$ cat src/rtl/ibex_csr_ctrl_pkg.sv
// rtl/ibex_csr_ctrl_pkg.sv - shared types and constants for the CSR bank write controller
package ibex_csr_ctrl_pkg;

  typedef enum logic [1:0] {
    IDLE    = 2'd0,
    WRITE   = 2'd1,
    CHECK   = 2'd2,
    SETBACK = 2'd3
  } csr_ctrl_state_e;

  typedef logic csr_req_id_t;

  localparam csr_req_id_t ReqIdCore  = 1'b0;
  localparam csr_req_id_t ReqIdDebug = 1'b1;

endpackage

$ cat src/rtl/ibex_csr_rr_arb.sv
// rtl/ibex_csr_rr_arb.sv - 2-way round-robin arbiter, pointer names the requester favoured next
module ibex_csr_rr_arb
  import ibex_csr_ctrl_pkg::*;
(
  input  logic        clk_i,
  input  logic        rst_ni,
  input  logic [1:0]  req,
  input  logic        advance,
  output logic [1:0]  gnt,
  output csr_req_id_t gnt_id
);

  csr_req_id_t ptr_q;
  csr_req_id_t ptr_other;

  // The requester that is not currently favoured
  always_comb begin
    ptr_other = (ptr_q == ReqIdCore) ? ReqIdDebug : ReqIdCore;
  end

  // Favoured requester wins if it asks, otherwise the other one gets a chance
  always_comb begin
    gnt_id         = req[ptr_q] ? ptr_q : ptr_other;
    gnt            = '0;
    gnt[gnt_id]    = req[gnt_id];
  end

  // After a grant, favour whoever did not just win
  always_ff @(posedge clk_i or negedge rst_ni) begin
    if (!rst_ni) begin
      ptr_q <= ReqIdCore;
    end else if (advance) begin
      ptr_q <= (gnt_id == ReqIdCore) ? ReqIdDebug : ReqIdCore;
    end
  end

endmodule

$ cat src/rtl/ibex_csr_bank_ctrl.sv
// rtl/ibex_csr_bank_ctrl.sv - CSR bank write sequencer/arbiter with integrity alert; IBEX_CSR_SCRUB_EN adds background scrub
module ibex_csr_bank_ctrl
  import ibex_csr_ctrl_pkg::*;
#(
  parameter int NumCsr      = 4,
  parameter int Width       = 32,
  parameter int AddrW       = 3,
  parameter int ScrubPeriod = 16
) (
  input  logic                       clk_i,
  input  logic                       rst_ni,
  input  logic [1:0]                 req_i,
  input  logic [1:0][AddrW-1:0]      addr_i,
  input  logic [1:0][Width-1:0]      wdata_i,
  output logic [1:0]                 gnt_o,
  output logic [1:0]                 done_o,
  output logic                       err_o,
  input  logic                       setback_req_i,
  output logic                       setback_ack_o,
  output logic [NumCsr-1:0]          csr_wr_en_o,
  output logic [Width-1:0]           csr_wr_data_o,
  output logic                       csr_setback_o,
  input  logic [NumCsr-1:0]          csr_rd_error_i,
  output logic                       alert_o
);

  csr_ctrl_state_e state_q, state_d;

  logic [AddrW-1:0] addr_q;
  logic [Width-1:0] data_q;
  csr_req_id_t      id_q;

  logic [1:0]       arb_gnt;
  csr_req_id_t      arb_id;
  logic             arb_advance;

  logic             addr_hit;
  logic             sel_err;
  logic             chk_fail;
  logic             scrub_fail;
  logic             alert_q;

  ibex_csr_rr_arb u_arb (
    .clk_i   (clk_i),
    .rst_ni  (rst_ni),
    .req     (req_i),
    .advance (arb_advance),
    .gnt     (arb_gnt),
    .gnt_id  (arb_id)
  );

  // Decode the latched address against the bank; a miss marks a bad address
  always_comb begin
    addr_hit = 1'b0;
    sel_err  = 1'b0;
    for (int i = 0; i < NumCsr; i++) begin
      if (addr_q == AddrW'(i)) begin
        addr_hit = 1'b1;
        sel_err  = csr_rd_error_i[i];
      end
    end
  end

  // Next-state and output decode; setback always wins over a new write in IDLE
  always_comb begin
    state_d       = state_q;
    gnt_o         = '0;
    done_o        = '0;
    err_o         = 1'b0;
    setback_ack_o = 1'b0;
    csr_setback_o = 1'b0;
    csr_wr_en_o   = '0;
    csr_wr_data_o = '0;
    arb_advance   = 1'b0;
    unique case (state_q)
      IDLE: begin
        if (setback_req_i) begin
          state_d = SETBACK;
        end else if (|req_i) begin
          gnt_o       = arb_gnt;
          arb_advance = 1'b1;
          state_d     = WRITE;
        end
      end
      WRITE: begin
        for (int i = 0; i < NumCsr; i++) begin
          csr_wr_en_o[i] = (addr_q == AddrW'(i));
        end
        csr_wr_data_o = data_q;
        state_d       = CHECK;
      end
      CHECK: begin
        done_o[id_q] = 1'b1;
        err_o        = ~addr_hit | sel_err;
        state_d      = IDLE;
      end
      SETBACK: begin
        csr_setback_o = 1'b1;
        setback_ack_o = 1'b1;
        state_d       = IDLE;
      end
      default: state_d = IDLE;
    endcase
  end

  // State register; reset drops any in-flight transaction
  always_ff @(posedge clk_i or negedge rst_ni) begin
    if (!rst_ni) begin
      state_q <= IDLE;
    end else begin
      state_q <= state_d;
    end
  end

  // Latch the winning requester's transaction on the grant cycle
  always_ff @(posedge clk_i or negedge rst_ni) begin
    if (!rst_ni) begin
      addr_q <= '0;
      data_q <= '0;
      id_q   <= ReqIdCore;
    end else if (arb_advance) begin
      addr_q <= addr_i[arb_id];
      data_q <= wdata_i[arb_id];
      id_q   <= arb_id;
    end
  end

  // Only a genuine shadow mismatch raises the alert, not a bad address
  always_comb begin
    chk_fail = (state_q == CHECK) && addr_hit && sel_err;
  end

`ifdef IBEX_CSR_SCRUB_EN
  localparam int CntW = (ScrubPeriod > 1) ? $clog2(ScrubPeriod) : 1;
  localparam int IdxW = $clog2(NumCsr);

  logic [CntW-1:0] scrub_cnt_q;
  logic [IdxW-1:0] scrub_idx_q;
  logic            scrub_fire;
  logic            scrub_err;

  // Fire once per ScrubPeriod cycles and pick up the flag of the current index
  always_comb begin
    scrub_fire = (scrub_cnt_q == CntW'(ScrubPeriod - 1));
    scrub_err  = 1'b0;
    for (int i = 0; i < NumCsr; i++) begin
      if (scrub_idx_q == IdxW'(i)) begin
        scrub_err = csr_rd_error_i[i];
      end
    end
    scrub_fail = scrub_fire && scrub_err && (state_q != WRITE) && (state_q != SETBACK);
  end

  // Free-running period counter and index walk; skipped fires still advance the index
  always_ff @(posedge clk_i or negedge rst_ni) begin
    if (!rst_ni) begin
      scrub_cnt_q <= '0;
      scrub_idx_q <= '0;
    end else begin
      scrub_cnt_q <= scrub_fire ? '0 : scrub_cnt_q + CntW'(1);
      if (scrub_fire) begin
        scrub_idx_q <= (scrub_idx_q == IdxW'(NumCsr - 1)) ? '0 : scrub_idx_q + IdxW'(1);
      end
    end
  end
`else
  logic unused_scrub_cfg;

  assign scrub_fail       = 1'b0;
  assign unused_scrub_cfg = (ScrubPeriod < 2);
`endif

  // Sticky alert, cleared only by reset
  always_ff @(posedge clk_i or negedge rst_ni) begin
    if (!rst_ni) begin
      alert_q <= 1'b0;
    end else if (chk_fail || scrub_fail) begin
      alert_q <= 1'b1;
    end
  end

  assign alert_o = alert_q;

endmodule

$ cat config.mk
export PLATFORM = sky130hd
export DESIGN_NAME = ibex_csr_bank_ctrl
export DESIGN_NICKNAME = d
export VERILOG_FILES = /design/src/rtl/ibex_csr_ctrl_pkg.sv /design/src/rtl/ibex_csr_rr_arb.sv /design/src/rtl/ibex_csr_bank_ctrl.sv
export SDC_FILE = /design/constraint.sdc
export NUM_CORES = 1
export LEC_CHECK = 0
export CAP_MARGIN = 0
export CORE_MARGIN = 4
export CORE_UTILIZATION = 40
export DETAILED_ROUTE_END_ITERATION = 10
export PLACE_DENSITY = 0.81
export SYNTH_ARGS = -nofsm -noshare
export SYNTH_HDL_FRONTEND = slang
export SYNTH_SLANG_ARGS = --single-unit
$ cat constraint.sdc
create_clock -name clk_i -period 1.9 [get_ports clk_i]
set_clock_uncertainty 0.05 [all_clocks]
set_input_delay 0.475 -clock clk_i [delete_from_list [all_inputs] [get_ports clk_i]]
set_output_delay 0.475 -clock clk_i [all_outputs]
set_load 0.1 [all_outputs]
Yosys cells after proc, flatten, opt, wreduce, memory -nomap -nowiden
Cells that the tools add are included.

storage, ports and cells
  register bits after elaboration = 40
  input bits = 79
  output and inout bits = 44
  logic and storage cells = 66

cells by class
  magnitude comparators = 5
  equality and inequality tests = 7
  multiplexer cells = 37
  bitwise gates (word level) = 3
  reductions and logical operators = 8

operators with widths
  operator            count
  $mux 32             3
  $mux 1              22
  $mux 2              6
  $eq 3x2->1 const B  2
  $lt 1x2->1 const B  3
  $mux 3              2
  $pmux 2 s3          1
  $eq 2x2->1 const B  2
  $logic_and 1x1->1   4
  $mux 4              1
  $reduce_or 2->1     2
  $eq 3x1->1 const B  1
  $logic_not 3->1     1
  $ne 3x3->1 const B  1
  $and 2x2->2         1
  $demux 1 s1         2
  $eq 2x1->1 const B  1
  $ge 1x1->1 const B  2
  $logic_not 2->1     1
  $not 1->1           1
  $or 1x1->1          1

Logic depth before layout (Yosys ltp)
Gate-level depths: netlist of the first run.

  depth in word-level cells = 11
  depth in mapped cells = 5
  depth with buffers taken out = 3

Cells and area by module
From an unflattened synthesis of the first run, not the netlist that was laid out.

second synthesis, totals
  cells, all modules = 189
  area total of the unflattened synthesis = 2,322.2 um^2

modules (own cells, without submodules)
  module              instances  cells each  area an instance (um^2)  seq. area each (um^2)
  ibex_csr_bank_ctrl  1          181         2,255.9                  975.9
  ibex_csr_rr_arb     1          8           66.3                     25.0

Worst setup path before layout of the first run
OpenSTA, ideal clock, no wires.

  kind = register to output
  start = register addr_q[2]
  end = output csr_wr_en_o[0]
  arrival = 2.738 ns
  data required time = 1.375 ns
  path slack = -1.363 ns
  stages on the path, launching flop included = 3
  path buffers = 0
  cell sequence = dfrtp_1 or2_2 nor3_1

on the way
  longest elaborated chain between the ends = 2

RTL lines
  element                 RTL line                   RTL
  start, declared         ibex_csr_bank_ctrl.sv:29   logic [AddrW-1:0] addr_q;
  start signal, assigned  ibex_csr_bank_ctrl.sv:122  addr_q <= addr_i[arb_id];
  $logic_not 3->1         ibex_csr_bank_ctrl.sv:87   csr_wr_en_o[i] = (addr_q == AddrW'(i));
  $mux 4                  ibex_csr_bank_ctrl.sv:75   unique case (state_q)
  end, declared           ibex_csr_bank_ctrl.sv:20   output logic [NumCsr-1:0] csr_wr_en_o,

Every way passes these cells.

Final worst setup path of the first run
  start = register state_q[1]
  end = output csr_wr_en_o[3]

on the way
  longest elaborated chain between the ends = 2

RTL lines
  element                 RTL line                   RTL
  start, declared         ibex_csr_bank_ctrl.sv:27   csr_ctrl_state_e state_q, state_d;
  start signal, assigned  ibex_csr_bank_ctrl.sv:111  state_q <= state_d;
  $eq 2x1->1              ibex_csr_bank_ctrl.sv:75
  $mux 4                  ibex_csr_bank_ctrl.sv:75

Every way passes these cells.

==> results of run 1 <==
## metrics by stage
stage / instance area, um^2 / TNS, ps
3_3_place_gp: 4200 / -10830
2_1_floorplan: 2480 / -369
3_5_place_dp: 4200 / -12750
5_1_grt: 4480 / -13890
4_1_cts: 4410 / -5590
6_report: 4480 / -7710
## critical path, stage by stage (launching register included)
cell and delay [ps]:
dfrtp_1 440, and2b_4 340, buf_12 150, nand2_4 70, nor2_4 110, buf_12 180
## placed cells by master, fill, tap and decap left out, drive strengths merged, types with 2 or more instances in the layout
cell type and count:
dlygate4sd2 6, dfrtp 40, clkbuf 8, buf 71, a21o 2, a21oi 37
mux2i 2, and2 35, and2b 3, clkdlybuf4s50 71, o21ai 35, nor3 4
nand2 2, a31oi 35, nand2b 5, nand3 35, nor2 8, or2 2
## cell type report
class	instances	area share, %
Clock buffer	7	2.15
Clock inverter	1	0.670
Multi-Input combinational cell	209	30.4
Sequential cell	40	22.3
Tap cell	72	2.01
Timing Repair Buffer	149	42.4
## layer usage
metal	up-vias	part of all wire (%)
met5	-	0
met4	0	1.5
met1	1351	36
met2	140	53
met3	13	9.3
li1	1256	-
## power breakdown
group	switching, mW	internal, mW
Combinational	3.92	2.53
Clock	0.308	0.464
Sequential	0.287	1.27
## flip-flops by register name, indices dropped and copies added, names as in the netlist
name and flops:
id_q 1, u_arb.ptr_q 1, data_q 32, state_q 2
addr_q 3, alert_o 1
## timing repair
action / 4_1_cts / 5_1_grt
hold buffers: 0 / 0
pin swaps: 5 / 23
cloned: 0 / 1
gates resized for setup: 27 / 28
setup buffers: 5 / 0
setup endpoints to repair: 75 / 78
## cells by family after synthesis
logic type      count (synthesis)  share of synthesized area [%]
flops                          40                           42.6
mux                             2                          0.852
compound gates                111                           25.9
simple gates                   96                           22.9
buf+inv                        31                           7.78
## path summary, 6_finish.rpt
| kind | start | end | slack, ps | cells after the start |
|---|---|---|---|---|
| max reg2reg | state_q[0] | data_q[20] | 20 | 7 |
| max in group asynchronous | rst_ni | state_q[0] | 1070 | 2 |
| min reg2reg | alert_o | alert_o | 490 | 1 |
| min | rst_ni | data_q[23] | 70 | 1 |
| max | state_q[1] | csr_wr_en_o[3] | -210 | 5 |
| min in group clk_i | alert_o | alert_o | 490 | 1 |
==> results_dict.tcl, run 1 <==
set metrics [dict create \
    drt_iter0_markers 106 \
    initial_utilization_pct 41.9 \
    irDropWorstVdd_uv 1600 \
    hp-class "input port to asynchronous set/reset pin" \
    grtUsageTotal_pct 23.6 \
    synth-main-ff-cell "dfrtp_1" \
    detail_route.wl_per_cell_um 18.5 \
    syn_to_final_growth_pct 90.9 \
    clock_sinks 40 \
    synth.top_cells.by_area "dfrtp_1 (43%), a31oi_1 (9.3%), and2_1 (9.3%)" \
    cp-end-kind "primary output" \
    busiest_layer "met2" \
    multi_input_area_um2 1360 \
    cts_tree "built" \
    routed_wl_um 8850 \
    worst_slack_ps -210 \
    grt_pass1_vias 2779 \
    finalMaxSlewViolations 0 \
    syn_area_um2 2350 \
    violations "negative setup slack" \
    grt-ovfl-total 0 \
    worstPathRequired_ps 1370 \
    start_kind "register" \
    ant_nets 0 \
    drive_above_1_share_pct 33.0 \
    firstDrtPassIters 4 \
    place_hpwl_um 6210 \
    synth_cells 280 \
    synth_most_common_cell "dfrtp_1" \
    crit_arrival_ps 1580 \
    clkTransAtPathRegs_ps 80 \
    htree_levels 2 \
    ctsLongestPathBuffers 2 \
    use_met2_pct 43.8 \
    vias 2760 \
    fin_cells 478 \
    netlist.area_leader.share_pct 42.6 \
    fmax_ghz 0.474 \
    fillCellCount 388 \
    ys_ff_latch 40 \
    antenna_found_initial 0 \
    finalPower_mw 8.79 \
    numPlacedInstances 464 \
    nets 484 \
    post-route-drc-count 0 \
    cts-root-buf "clkbuf_8" \
    rsz0062_at_grt "yes" \
    cts_inserted_buffers 5 \
    synth_area_per_cell_um2 8.39 \
    worst_skew_pair.late_latency_ps 290 \
    setup_viol 73 \
    vias_per_cell 5.77 \
    post-route-util_pct 79.9 \
    cp_max_fo 8 \
    hold_viol_final 0 \
    status "complete, but fails checks" \
    period_needed_ps 2110 \
    area.sequential_um2 1000 \
    synth-seq-area-share_pct 42.6 \
    pin_count 123 \
    grt_pass1_wl_um 13600 \
    core_um2 5610 \
    slew_headroom_pct 61.8 \
    grt_use_met3_pct 6.67 \
    power.leakage_nw 1.85 \
    p_per_area_nw_per_um2 1960 \
    place_ws_ps -367 \
    diodes 0 \
    synth_edf_count 0 \
    use_met1_pct 26.5 \
    tightest_slew_ps 574 \
    crit_type "register to primary output" \
    synth.top_cells.by_count "dfrtp_1 (40), a21oi_1 (37), a31oi_1 (35), and2_1 (35), nand3_1 (35)" \
    grt_max_degree 39 \
    die_w_um 84.6 \
    fin_crit_sh_pct 111 \
    async_flop_share_pct 100 \
    ys_types 27 \
    place_congestion 0.789 \
    fin_hold_ws_ps 69.1 \
    maxCapViolCount 0 \
    fp.dieH_um 84.6 \
    num_rows 27 \
    yosysTopAreaCell "dfrtp_1" \
    dieArea_um2 7160 \
    numPortBuffers 122 \
    yosys_warnings 0 \
    syn-num-nets 359 \
]
Note: power is estimated with default switching activity, not from simulation.
==> run 2, diff against run 1 <==
--- a/config.mk
+++ b/config.mk
@@ -5,7 +5,7 @@
 export SDC_FILE = /design/constraint.sdc
 export NUM_CORES = 1
 export LEC_CHECK = 0
-export CAP_MARGIN = 0
+export CAP_MARGIN = 40
 export CORE_MARGIN = 4
 export CORE_UTILIZATION = 40
 export DETAILED_ROUTE_END_ITERATION = 10
==> results of run 2 <==
The final DEF is identical to that of run 1; final timing and power are the same.
==> run 3, diff against run 2 <==
--- a/config.mk
+++ b/config.mk
@@ -6,10 +6,13 @@
 export NUM_CORES = 1
 export LEC_CHECK = 0
 export CAP_MARGIN = 40
+export CELL_PAD_IN_SITES_DETAIL_PLACEMENT = 1
+export CELL_PAD_IN_SITES_GLOBAL_PLACEMENT = 2
 export CORE_MARGIN = 4
-export CORE_UTILIZATION = 40
+export CORE_UTILIZATION = 34
 export DETAILED_ROUTE_END_ITERATION = 10
-export PLACE_DENSITY = 0.81
+export DONT_BUFFER_PORTS = 1
+export PLACE_DENSITY_LB_ADDON = 0.1
 export SYNTH_ARGS = -nofsm -noshare
 export SYNTH_HDL_FRONTEND = slang
 export SYNTH_SLANG_ARGS = --single-unit
==> run 3 against run 2 <==
The flow still finishes with violations (negative setup slack). Non-clock buffer count decreased by 77. Register-to-register slack improved by 110 ps. Sequential share of layout area rose by 4.6 points. Global-route usage fell by 1.8 points. Clock-buffer cell count shrank 1. Utilization decreased by 25 points. Largest power group unchanged. Flip-flop and latch count unchanged. Routed wire length grew 0.25%. Cell count is 14% lower. First-iteration DRC count shrank 25%.
==> results_dict.tcl, run 3 (synthesized netlist as in run 1, its figures left out) <==
set metrics [dict create \
    clock_sinks 40 \
    core_um2 6760 \
    area.sequential_um2 1000 \
    vias_per_cell 5.88 \
    status "complete, but fails checks" \
    drive_above_1_share_pct 40.7 \
    ctsLongestPathBuffers 2 \
    hold_depth 2 \
    cts_tree "built" \
    largestRegisters "data_q (32), addr_q (3), state_q (2)" \
    pin_count 123 \
    hp-start "setback_req_i" \
    post-route-util_pct 55.2 \
    rr_endpoint "addr_q[0]" \
    hp-class "input port to register" \
    maxCapViolCount 0 \
    hold_viol_final 0 \
    fin_hold_ws_ps 252 \
    grt_pass1_vias 2643 \
    r2r-start "state_q[1]" \
    post-route-drc-count 0 \
    top_register "data_q" \
    grt_max_degree 41 \
    reg2reg_slack_ps 130 \
    rsz0062_at_grt "yes" \
    firstDrtPassIters 4 \
    final_common_cell "buf_12" \
    detail_route.wl_per_cell_um 21.6 \
    grtUsageTotal_pct 21.8 \
    layout_common_cells "buf_12 (43), dfrtp_1 (39), a21oi_1 (36)" \
    fp.dieH_um 91.1 \
    initial_utilization_pct 34.8 \
    htree_levels 2 \
    drt_iter0_markers 80 \
    fmax_ghz 0.492 \
    ant_nets 0 \
    cts_inserted_buffers 5 \
    vias 2411 \
    grt-ovfl-total 0 \
    crit_type "register to primary output" \
    power.leakage_nw 1.53 \
    cp_top_family "flip-flops" \
    setup_tns_ps -3650 \
    fillCellCount 744 \
    place_hpwl_um 5950 \
    hold_end "state_q[1]" \
    antenna_found_initial 1 \
    grt_pass1_wl_um 14300 \
    path_cells "buf_6, nand2b_4, o22ai_2, o21a_2, buf_12" \
    p_per_area_nw_per_um2 2280 \
    cp-end-kind "primary output" \
    critPathSlowestCell "dfrtp_1" \
    cp_max_fo 3 \
    fin_crit_sh_pct 107 \
    numPortBuffers 0 \
    clkTransAtPathRegs_ps 80 \
    finalMaxSlewViolations 0 \
    largest_register_ffs 32 \
    place_congestion 0.772 \
    cts-root-buf "clkbuf_8" \
    worst_slack_ps -131 \
    tightest_slew_ps 634 \
    worst-path-buf-inv 2 \
    slowest_delay_ps 430 \
    dieArea_um2 8300 \
    start_kind "register" \
    violations "negative setup slack" \
    reg2reg_depth 7 \
    slew_headroom_pct 57.7 \
    nets 407 \
    routed_wl_um 8870 \
    syn_to_final_growth_pct 58.7 \
    period_needed_ps 2030 \
    die_w_um 91.1 \
    num_rows 30 \
    place_ws_ps 95.6 \
    setup_viol 40 \
    crit_arrival_ps 1510 \
    multi_input_area_um2 1360 \
    worstPathRequired_ps 1370 \
    irDropWorstVdd_uv 1290 \
    worst_skew_pair.late_latency_ps 290 \
]
## run 3: repair_timing
action	4_1_cts	5_1_grt
endpoints found under the setup margin	41	78
hold buffers	2	0
setup buffers	8	1
gates resized for setup	32	12
pin swaps	8	7
hold endpoints to repair	40	0
## run 3: power by group
group / leakage (nW) / switching (mW) / internal [mW] / total (mW)
registers: 0.446 / 0.277 / 1.27 / 1.55
logic: 1.02 / 3.88 / 2.35 / 6.22
clock network: 0.0552 / 0.319 / 0.390 / 0.709
## run 3: worst max-delay path by stage
stage	start	to	slack (ps)	cells past startpoint
2_1_floorplan	addr_q[2]	csr_wr_en_o[0]	-120	2
3_3_place_gp	addr_q[0]	err_o	130	4
3_5_place_dp	addr_q[0]	err_o	100	4
4_1_cts	addr_q[2]	err_o	-150	5
5_1_grt	addr_q[2]	err_o	-200	5
6_report	addr_q[2]	err_o	-130	5
## run 3: layout make-up
type	instances	share of cell area (%)
timing repair buffer	72	30.9
tap	80	2.69
clock buffer	6	1.95
multi-input combinational	209	36.6
antenna	1	0.0671
clock inverter	2	0.940
sequential	40	26.9
## run 3: metal layers
layer  vias to the layer above  part of all wire, %  global-route usage (%)
met1                      1209                   40                    26.7
li1                       1105                    -                       -
met4                         0                  1.9                    6.03
met2                        82                   52                    37.2
met5                         -                    0                       0
met3                        15                  6.9                    6.63
## run 3: through the flow
| step | power, mW | area, um^2 | std cells |
|---|---|---|---|
| 2_1_floorplan | 5.41 | 2480 | 280 |
| 3_3_place_gp | 7.22 | 3380 | 389 |
| 3_5_place_dp | 7.38 | 3410 | 390 |
| 4_1_cts | 8.46 | 3690 | 408 |
| 5_1_grt | 8.91 | 3730 | 410 |
| 6_report | 8.48 | 3730 | 410 |
